### src/rtl/dmem_arb_pkg.sv
// rtl/dmem_arb_pkg.sv - shared owner encodings and read tag type for the dmem port arbiter
package dmem_arb_pkg;

  localparam logic OWNER_CPU = 1'b0;
  localparam logic OWNER_DBG = 1'b1;

  typedef struct packed {
    logic valid;
    logic owner;
  } rd_tag_t;

endpackage

### src/rtl/dmem_port_arbiter_if.sv
// rtl/dmem_port_arbiter_if.sv - request/grant/read-valid bundle for one memory requester
interface dmem_port_arbiter_if #(
  parameter int AW = 64,
  parameter int DW = 64
);
  logic          req;
  logic          we;
  logic [AW-1:0] addr;
  logic [DW-1:0] wdata;
  logic          gnt;
  logic          rvalid;

  modport master (output req, we, addr, wdata, input gnt, rvalid);
  modport slave  (input req, we, addr, wdata, output gnt, rvalid);
endinterface

### src/rtl/dmem_rd_tag_pipe.sv
// rtl/dmem_rd_tag_pipe.sv - RD_LAT-deep shift register carrying {valid, owner} per memory access
module dmem_rd_tag_pipe
  import dmem_arb_pkg::*;
#(
  parameter int RD_LAT = 1
) (
  input  logic    clk,
  input  logic    rst_n,
  input  rd_tag_t tag_in,
  output rd_tag_t tag_out
);
  rd_tag_t [RD_LAT-1:0] stages;

  // Shift the tag along once per cycle; reset drops every in-flight read.
  always_ff @(posedge clk or negedge rst_n) begin
    if (!rst_n) begin
      stages <= '0;
    end else begin
      stages[0] <= tag_in;
      for (int i = 1; i < RD_LAT; i++) begin
        stages[i] <= stages[i-1];
      end
    end
  end

  assign tag_out = stages[RD_LAT-1];
endmodule

### src/rtl/dmem_port_arbiter.sv
// rtl/dmem_port_arbiter.sv - shares single-port data memory between CPU MEM stage and debug port
module dmem_port_arbiter
  import dmem_arb_pkg::*;
#(
  parameter int AW       = 64,
  parameter int DW       = 64,
  parameter int RD_LAT   = 1,
  parameter int MAX_WAIT = 8
) (
  input  logic               clk,
  input  logic               rst_n,
  input  logic               halt,
  dmem_port_arbiter_if.slave cpu,
  dmem_port_arbiter_if.slave dbg,
  output logic               cpu_stall,
  output logic [DW-1:0]      rdata,
  output logic               mem_en,
  output logic               mem_we,
  output logic [AW-1:0]      mem_addr,
  output logic [DW-1:0]      mem_wdata,
  input  logic [DW-1:0]      mem_rdata
);
  localparam int CW = $clog2(MAX_WAIT + 1);

  logic [CW-1:0] starve_cnt;
  logic          starved;
  logic          cpu_gnt;
  logic          dbg_gnt;
  rd_tag_t       tag_in;
  rd_tag_t       tag_out;

  assign starved = (starve_cnt == CW'(MAX_WAIT));

  // Halt hands memory to dbg; a starved dbg preempts cpu once; otherwise cpu has priority.
  always_comb begin
    cpu_gnt = 1'b0;
    dbg_gnt = 1'b0;
    if (rst_n) begin
      if (halt) begin
        dbg_gnt = dbg.req;
      end else if (starved && dbg.req) begin
        dbg_gnt = 1'b1;
      end else begin
        cpu_gnt = cpu.req;
        dbg_gnt = dbg.req & ~cpu.req;
      end
    end
  end

  assign cpu.gnt   = cpu_gnt;
  assign dbg.gnt   = dbg_gnt;
  assign cpu_stall = cpu.req & ~cpu_gnt;

  // Steer the granted requester's fields onto the memory bus; idle bus is all zero.
  always_comb begin
    mem_en    = cpu_gnt | dbg_gnt;
    mem_we    = 1'b0;
    mem_addr  = '0;
    mem_wdata = '0;
    if (dbg_gnt) begin
      mem_we    = dbg.we;
      mem_addr  = dbg.addr;
      mem_wdata = dbg.wdata;
    end else if (cpu_gnt) begin
      mem_we    = cpu.we;
      mem_addr  = cpu.addr;
      mem_wdata = cpu.wdata;
    end
  end

  // Count consecutive cycles dbg loses to cpu; saturates so the forced grant stays armed.
  always_ff @(posedge clk or negedge rst_n) begin
    if (!rst_n) begin
      starve_cnt <= '0;
    end else if (dbg_gnt || !dbg.req) begin
      starve_cnt <= '0;
    end else if (!halt && !starved) begin
      starve_cnt <= starve_cnt + CW'(1);
    end
  end

  assign tag_in.valid = mem_en & ~mem_we;
  assign tag_in.owner = dbg_gnt ? OWNER_DBG : OWNER_CPU;

  dmem_rd_tag_pipe #(.RD_LAT(RD_LAT)) u_tag_pipe (
    .clk     (clk),
    .rst_n   (rst_n),
    .tag_in  (tag_in),
    .tag_out (tag_out)
  );

  assign cpu.rvalid = tag_out.valid && (tag_out.owner == OWNER_CPU);
  assign dbg.rvalid = tag_out.valid && (tag_out.owner == OWNER_DBG);
  assign rdata      = mem_rdata;
endmodule
### src/flat_wrapper.sv
// flat-port wrapper written by rule: the top's interface ports become plain ports
module dmem_port_arbiter_flat import dmem_arb_pkg::*;
#(
  parameter int AW       = 64,
  parameter int DW       = 64,
  parameter int RD_LAT   = 1,
  parameter int MAX_WAIT = 8
)
  (clk, rst_n, halt, cpu_stall, rdata, mem_en, mem_we, mem_addr, mem_wdata, mem_rdata, cpu_req, cpu_we, cpu_addr, cpu_wdata, cpu_gnt, cpu_rvalid, dbg_req, dbg_we, dbg_addr, dbg_wdata, dbg_gnt, dbg_rvalid);
  dmem_port_arbiter_if #(.AW(AW), .DW(DW)) cpu_i ();
  dmem_port_arbiter_if #(.AW(AW), .DW(DW)) dbg_i ();
  input  logic clk;
  input  logic rst_n;
  input  logic halt;
  output logic cpu_stall;
  output logic [DW-1:0] rdata;
  output logic mem_en;
  output logic mem_we;
  output logic [AW-1:0] mem_addr;
  output logic [DW-1:0] mem_wdata;
  input  logic [DW-1:0] mem_rdata;
  input wire logic [$bits(cpu_i.req)-1:0] cpu_req;
  input wire logic [$bits(cpu_i.we)-1:0] cpu_we;
  input wire logic [$bits(cpu_i.addr)-1:0] cpu_addr;
  input wire logic [$bits(cpu_i.wdata)-1:0] cpu_wdata;
  output wire logic [$bits(cpu_i.gnt)-1:0] cpu_gnt;
  output wire logic [$bits(cpu_i.rvalid)-1:0] cpu_rvalid;
  input wire logic [$bits(dbg_i.req)-1:0] dbg_req;
  input wire logic [$bits(dbg_i.we)-1:0] dbg_we;
  input wire logic [$bits(dbg_i.addr)-1:0] dbg_addr;
  input wire logic [$bits(dbg_i.wdata)-1:0] dbg_wdata;
  output wire logic [$bits(dbg_i.gnt)-1:0] dbg_gnt;
  output wire logic [$bits(dbg_i.rvalid)-1:0] dbg_rvalid;
  assign cpu_i.req = cpu_req;
  assign cpu_i.we = cpu_we;
  assign cpu_i.addr = cpu_addr;
  assign cpu_i.wdata = cpu_wdata;
  assign cpu_gnt = cpu_i.gnt;
  assign cpu_rvalid = cpu_i.rvalid;
  assign dbg_i.req = dbg_req;
  assign dbg_i.we = dbg_we;
  assign dbg_i.addr = dbg_addr;
  assign dbg_i.wdata = dbg_wdata;
  assign dbg_gnt = dbg_i.gnt;
  assign dbg_rvalid = dbg_i.rvalid;
  dmem_port_arbiter #(.AW(AW), .DW(DW), .RD_LAT(RD_LAT), .MAX_WAIT(MAX_WAIT)) u_core (.clk(clk), .rst_n(rst_n), .halt(halt), .cpu(cpu_i), .dbg(dbg_i), .cpu_stall(cpu_stall), .rdata(rdata), .mem_en(mem_en), .mem_we(mem_we), .mem_addr(mem_addr), .mem_wdata(mem_wdata), .mem_rdata(mem_rdata));
endmodule
### config.mk
export PLATFORM = sky130hd
export DESIGN_NAME = dmem_port_arbiter_flat
export DESIGN_NICKNAME = d
export VERILOG_FILES = /design/src/rtl/dmem_arb_pkg.sv /design/src/rtl/dmem_port_arbiter_if.sv /design/src/rtl/dmem_rd_tag_pipe.sv /design/src/rtl/dmem_port_arbiter.sv /design/src/flat_wrapper.sv
export SDC_FILE = /design/constraint.sdc
export NUM_CORES = 1
export LEC_CHECK = 0
export CORE_AREA = 10 10 195 197
export DETAILED_ROUTE_END_ITERATION = 10
export DIE_AREA = 0 0 205 207
export PLACE_DENSITY_LB_ADDON = 0.15
export SLEW_MARGIN = 20
export SYNTH_ARGS = -nofsm -noshare
export SYNTH_HDL_FRONTEND = slang
export SYNTH_SLANG_ARGS = --single-unit
### constraint.sdc
create_clock -name clk -period 2.7 [get_ports clk]
set_input_delay 0.54 -clock clk [delete_from_list [all_inputs] [get_ports clk]]
set_output_delay 0.54 -clock clk [all_outputs]
set_load 0.01 [all_outputs]
==> run metrics, run 1 <==
global placement routability congestion=0.7572; Synth area leaders=nand2_1, o22ai_1, buf_4; Async S/R FF share, synth=1.000; area of the multi-input gates=2043 um^2; Syn Nets=880; layout cells sized above 1=0.1438; Gate Count Post-Synth=551; TritonCTS clock tree=done; HPWL after detailed placement=19.32 mm; Final setup viols=0; register area share after synthesis=0.05170; Ys Warns=0; Startpoint Class=register; cts hold-fix bufs=0; crit path DAT=2.08 ns; total number of vias=5023; CP endpoint kind=output pin; largest area contributor in the netlist=nand2_1; Clock Skew=0.003889 ns; fin crit share=0.9697; Mapped Area=2904 um^2; ys flop type=dfrtp_1; CTS clk-pin slew, worst paths=0.04 ns; register area=150.1 um^2; initial antenna violation count=1; status=complete, no violations; Finished Core Util=0.2175; final WL=24.57 mm; first-pass GRT wire length=34.71 mm; P_leak=3.122 nW; GRT Total Usage=0.1051; clk root buf=clkbuf_16; Final nets=1221; PD cells=197.4 nW/um^2; Finished Cell Area=7421 um^2; max-slew violations=0; CP max FO=8; grt total ovfl=0; most common cell in the netlist=nand2_1; Die Height=207 um; worst-skew pair later-pin latency=0.23 ns; post-synthesis average cell area=5.270 um^2; Slew HR=0.7958; drt drc=0; Post-synth EDFFs=0; Final min period=2.618 ns; Port Buffer Count=397; Detailed Routing Iterations Pass 1=4; Layout area overhead=155.5%; Fin Setup TNS=0 ns; library cells used by synthesis=27; worst slew pin tran=0.3048 ns; CTS Buffer Depth=2; flops & latches, synth=6; Worst Hold Class=primary input to async pin; largest net degree at the start of global routing=57; vias in the first global route=5356; CP required=2.16 ns; routed length per placed instance=18.26 um; critical path class=register to output pin; core area=34120 um^2; Max Cap Violations=0; Ports=526; Routed Antenna Nets=0; Synth top area share=0.3361; initial core utilization=0.08512; DRT iter0 DRCs=211; CTS buffer count=3; Max VDD drop=0.1572 mV; H-tree depth=1; RSZ-0062 raised after global routing=no; DR vias/cell=3.735; Std-Cell Rows=68; antenna fix cells=0; die area=42440 um^2; Max Clock Freq=381.9 MHz; top cells by count, synth=nand2_1, o22ai_1, buf_4; Hold Fails Final Rpt=0; CTS Sinks=6; dpl cell area=7201 um^2; filler cell count=3869; die width=205 um
==> cell type report <==
class | count | area share
Timing Repair Buffer | 457 | 0.6151
Sequential cell | 6 | 0.02023
Inverter | 5 | 0.002529
Clock buffer | 3 | 0.01012
Tap cell | 455 | 0.07672
Multi-Input combinational cell | 419 | 0.2753
==> through the flow <==
| step | worst slack, ns | power [mW] | cells | hold WS [ns] |
|---|---|---|---|---|
| CTS | -0.04215 | 1.485 | 1345 | 0.5131 |
| global placement | -0.5200 | 1.231 | 1327 | 0.6038 |
| finish | 0.08174 | 1.465 | 1345 | 0.4938 |
| floorplan | 0.6135 | 0.5454 | 551 | 0.2444 |
| global route | 0.0004785 | 1.570 | 1345 | 0.5228 |
| detailed placement | -0.4858 | 1.222 | 1327 | 0.5947 |
==> cells in the final DEF, fill, tap and decap left out, drive strengths merged, types with 2 or more instances in the layout <==
master         count
nand2b             2
dlygate4sd2       26
bufbuf             2
clkdlybuf4s15     63
a21oi              2
nor2b              3
a31oi              2
o22ai            129
nand4b             2
inv                5
nor2               5
nand2            260
clkdlybuf4s50    262
dfrtp              6
clkbuf             5
ha                 2
buf              101
==> final timing paths <==
check	cells past startpoint	end	start	slack [ns]
worst max-delay path	9	mem_wdata[29]	u_core.starve_cnt[0]	0.08
worst min register to register	2	u_core.starve_cnt[2]	u_core.starve_cnt[2]	0.60
worst max register to register	8	u_core.u_tag_pipe.tag_out[1]	u_core.starve_cnt[0]	1.04
max in group asynchronous	3	u_core.starve_cnt[1]	rst_n	1.91
worst min-delay path	2	u_core.u_tag_pipe.tag_out[0]	rst_n	0.49
min in group clk	2	u_core.starve_cnt[2]	u_core.starve_cnt[2]	0.60
==> kinds of logic after synthesis <==
group / count (synthesis) / share of synthesized area
buf+inv: 126 / 0.2589
xor+xnor: 1 / 0.003016
fa+ha+maj: 2 / 0.008616
compound gates: 140 / 0.3089
simple gates: 276 / 0.3688
flops: 6 / 0.05170
==> flip-flops by register name (all words and copies together) (netlist names) <==
signal and count:
u_core.starve_cnt 4, u_core.u_tag_pipe.tag_out 2
==> where the power goes <==
part	internal, mW	total, mW	switching (mW)
clock network	0.190	0.239	0.0487
logic	0.670	1.13	0.460
registers	0.0936	0.0955	0.00189
==> worst max-delay path: stages (launching register included) <==
cell and delay [ns]:
dfrtp_1 0.36, inv_2 0.06, ha_4 0.15, and3b_2 0.23
o31ai_4 0.25, buf_12 0.16, buf_6 0.13, buf_16 0.14
o22ai_1 0.06, dlygate4sd2_1 0.29
==> metal layers <==
| metal | GRT usage | vias up | share of wire |
|---|---|---|---|
| li1 | - | 2499 | - |
| met1 | 0.1183 | 2191 | 0.41 |
| met2 | 0.1818 | 301 | 0.47 |
| met3 | 0.03995 | 32 | 0.10 |
| met4 | 0.02527 | 0 | 0.024 |
| met5 | 0 | - | 0 |
==> what timing repair did <==
item	CTS	global route
setup endpoints to repair	133	115
buffers inserted	9	0
gates resized for setup	362	8
pin swaps	4	1
gates cloned	6	1
Note: power is estimated with default switching activity, not from simulation.
==> run 2: changes to the inputs <==
SKIP_CTS_REPAIR_TIMING = 1   (was not set)
==> run 2 against run 1 <==
Net effect: final cell count is 0.22% higher; die area stayed put; non-clock buffer count is 3 higher; critical endpoint is now mem_addr[28]; global-route usage is 0.66 points lower; clock power hardly changed; final area is 2.1% higher; sequential share of layout area hardly changed; largest power group unchanged; first-iteration DRC count is 18% lower; fmax is 1.6% lower; via count is 1.4% higher; critical path depth stayed put.
==> run metrics, run 2 (same netlist as run 1, synthesis figures left out) <==
Worst Hold Class=primary input to async pin (unchanged); reg2reg end=u_core.u_tag_pipe.tag_out[1] (unchanged); total number of vias=5092 (was 5023); Critical Path, Cell by Cell=inv_2 -> ha_4 -> and3b_2 -> o31ai_4 -> buf_12 -> buf_12 -> clkbuf_16 -> o22ai_2 -> buf_2 (was inv_2 -> ha_4 -> and3b_2 -> o31ai_4 -> buf_12 -> buf_6 -> buf_16 -> o22ai_1 -> dlygate4sd2_1); routed length per placed instance=18.80 um (was 18.26 um); Routed Antenna Nets=0 (unchanged); Worst path slowest cell=dfrtp_1 (unchanged); core area=34120 um^2 (unchanged); worst reg2reg startpoint=u_core.starve_cnt[0] (unchanged); Max Cap Violations=0 (unchanged); first-pass GRT wire length=32.99 mm (was 34.71 mm); largest net degree at the start of global routing=57 (unchanged); crit path DAT=2.12 ns (was 2.08 ns); initial core utilization=0.08512 (unchanged); critical path class=register to output pin (unchanged); dpl cells=1327 (unchanged); DRT iter0 DRCs=174 (was 211); Final nets=1224 (was 1221); H-tree depth=1 (unchanged); HPWL after detailed placement=19.32 mm (unchanged); layout cells sized above 1=0.2027 (was 0.1438); antenna fix cells=0 (unchanged); vias in the first global route=5195 (was 5356); Flop pwr share=0.063 (was 0.065); fin crit share=0.9851 (was 0.9697); global placement routability congestion=0.7572 (unchanged); Comb pwr share=0.777 (was 0.772); WP depth=9 (unchanged); clock power share=0.159 (was 0.163); final worst-path setup slack=0.04022 ns (was 0.08174 ns); Ports=526 (unchanged); path depth of the worst reg2reg path=7 (was 8); grt total ovfl=0 (unchanged); die area=42440 um^2 (unchanged); DR vias/cell=3.777 (was 3.735); die width=205 um (unchanged); Slew HR=0.7832 (was 0.7958); GRT Total Usage=0.09850 (was 0.1051); max reg flops=4 (unchanged); CP required=2.16 ns (about the same); Max Clock Freq=376.0 MHz (was 381.9 MHz); most frequent cell on the critical path=buf_12; initial antenna violation count=1 (unchanged); CTS clk-pin slew, worst paths=0.04 ns (about the same); Most flops, register=u_core.starve_cnt (unchanged); Std-Cell Rows=68 (unchanged); CTS buffer count=3 (unchanged); TritonCTS clock tree=done (unchanged); R2R setup slack=0.94 ns (was 1.04 ns); CP max FO=7 (was 8); filler cell count=3856 (was 3869); Die Height=207 um (unchanged); slowest stage delay, CP=0.36 ns (about the same); CTS Buffer Depth=2 (unchanged); Detailed Routing Iterations Pass 1=4 (unchanged); max-slew violations=0 (unchanged); Clock Skew=0.004437 ns (was 0.003889 ns); CP endpoint kind=output pin (unchanged); final WL=25.35 mm (was 24.57 mm); commonest cells after routing, fill and taps aside=clkdlybuf4s50_1, nand2_1, o22ai_1 (unchanged); PD cells=198.6 nW/um^2 (was 197.4 nW/um^2); dpl cell area=7201 um^2 (unchanged); Int Power=0.9695 mW (was 0.9539 mW); Startpoint Class=register (unchanged); commonest non-fill, non-tap cell in the layout=clkdlybuf4s50_1 (unchanged); Final setup viols=0 (unchanged); clk root buf=clkbuf_16 (unchanged); Final min period=2.660 ns (was 2.618 ns); worst slew pin tran=0.3251 ns (was 0.3048 ns); Tot Pwr=1.504 mW (was 1.465 mW); Port Buffer Count=397 (unchanged); fin cells=1348 (was 1345); Hold Fails Final Rpt=0 (unchanged); RSZ-0062 raised after global routing=yes (was no); critical path's top delay family=buffers and inverters (unchanged); pre-CTS setup slack=-0.4858 ns (unchanged); NetSw=0.5349 mW (was 0.5107 mW); CTS Sinks=6 (unchanged); status=complete, no violations (unchanged); Crit path buffers/inverters=5 (unchanged); sw frac=0.3556 (was 0.3487); Max VDD drop=0.1578 mV (was 0.1572 mV); worst-skew pair later-pin latency=0.23 ns (about the same); Finished Cell Area=7574 um^2 (was 7421 um^2); drt drc=0 (unchanged); Layout area overhead=160.8% (was 155.5%); P_leak=3.747 nW (was 3.122 nW)
-- run 2: changes by cell type in the layout (fill, tap and decap cells not counted), sizes merged --
cell	before	now
dlygate4sd2	26	0
buf	101	78
dlymetal6s2s	1	46
clkdlybuf4s15	63	0
bufbuf	2	0
clkbuf	5	76
clkdlybuf4s50	262	263
-- run 2: through the flow --
stage | TNS (ns) | hold WS [ns] | utilization
6_report | 0 | 0.4957 | 0.2220
5_1_grt | -1.018 | 0.5229 | 0.2220
4_1_cts | -48.00 | 0.5131 | 0.2133
3_5_place_dp | -45.94 | 0.5947 | 0.2111
3_3_place_gp | -48.69 | 0.6038 | 0.2111
2_1_floorplan | 0 | 0.2444 | -
-- run 2: area by class of cell --
type | instances | area, um^2 | area share
repair buffers | 460 | 4576 | 0.6042
multi-input cells | 419 | 2185 | 0.2885
well taps | 455 | 569.3 | 0.07517
flip-flops and latches | 6 | 150.1 | 0.01982
clock buffers | 3 | 75.07 | 0.009912
inverters | 5 | 18.77 | 0.002478
-- run 2: worst reg2reg max path, cell delays in order (launching register included) --
cell and delay, ns:
dfrtp_1 0.36, inv_2 0.06, ha_4 0.16, and3b_2 0.23, o31ai_4 0.36, buf_12 0.17, buf_4 0.18, o32ai_1 0.09
-- run 2: routing by layer --
layer	global-route usage	vias up	routed length (um)	share of wire
li1	-	2512	-	-
met1	0.1099	2243	10440	0.41
met2	0.1711	303	11740	0.46
met3	0.04104	34	2532	0.10
met4	0.01921	0	629	0.025
met5	0	-	0	0
-- run 2: worst max path at each step --
stage | from | endpoint | slack, ns
floorplan | u_core.starve_cnt[0] | mem_addr[37] | 0.61
global placement | cpu_req | mem_wdata[35] | -0.52
global route | u_core.starve_cnt[0] | mem_addr[54] | -0.05
finish | u_core.starve_cnt[0] | mem_addr[28] | 0.04
CTS | cpu_req | mem_wdata[35] | -0.51
detailed placement | cpu_req | mem_wdata[35] | -0.49
-- run 2: power groups by stage --
stage / combinational (mW) / sequential [mW] / clock, mW
2_1_floorplan: 0.449 / 0.0963 / 0
3_3_place_gp: 1.13 / 0.0963 / 0
3_5_place_dp: 1.13 / 0.0964 / 0
4_1_cts: 1.13 / 0.0953 / 0.244
5_1_grt: 1.26 / 0.0959 / 0.253
6_report: 1.17 / 0.0954 / 0.240
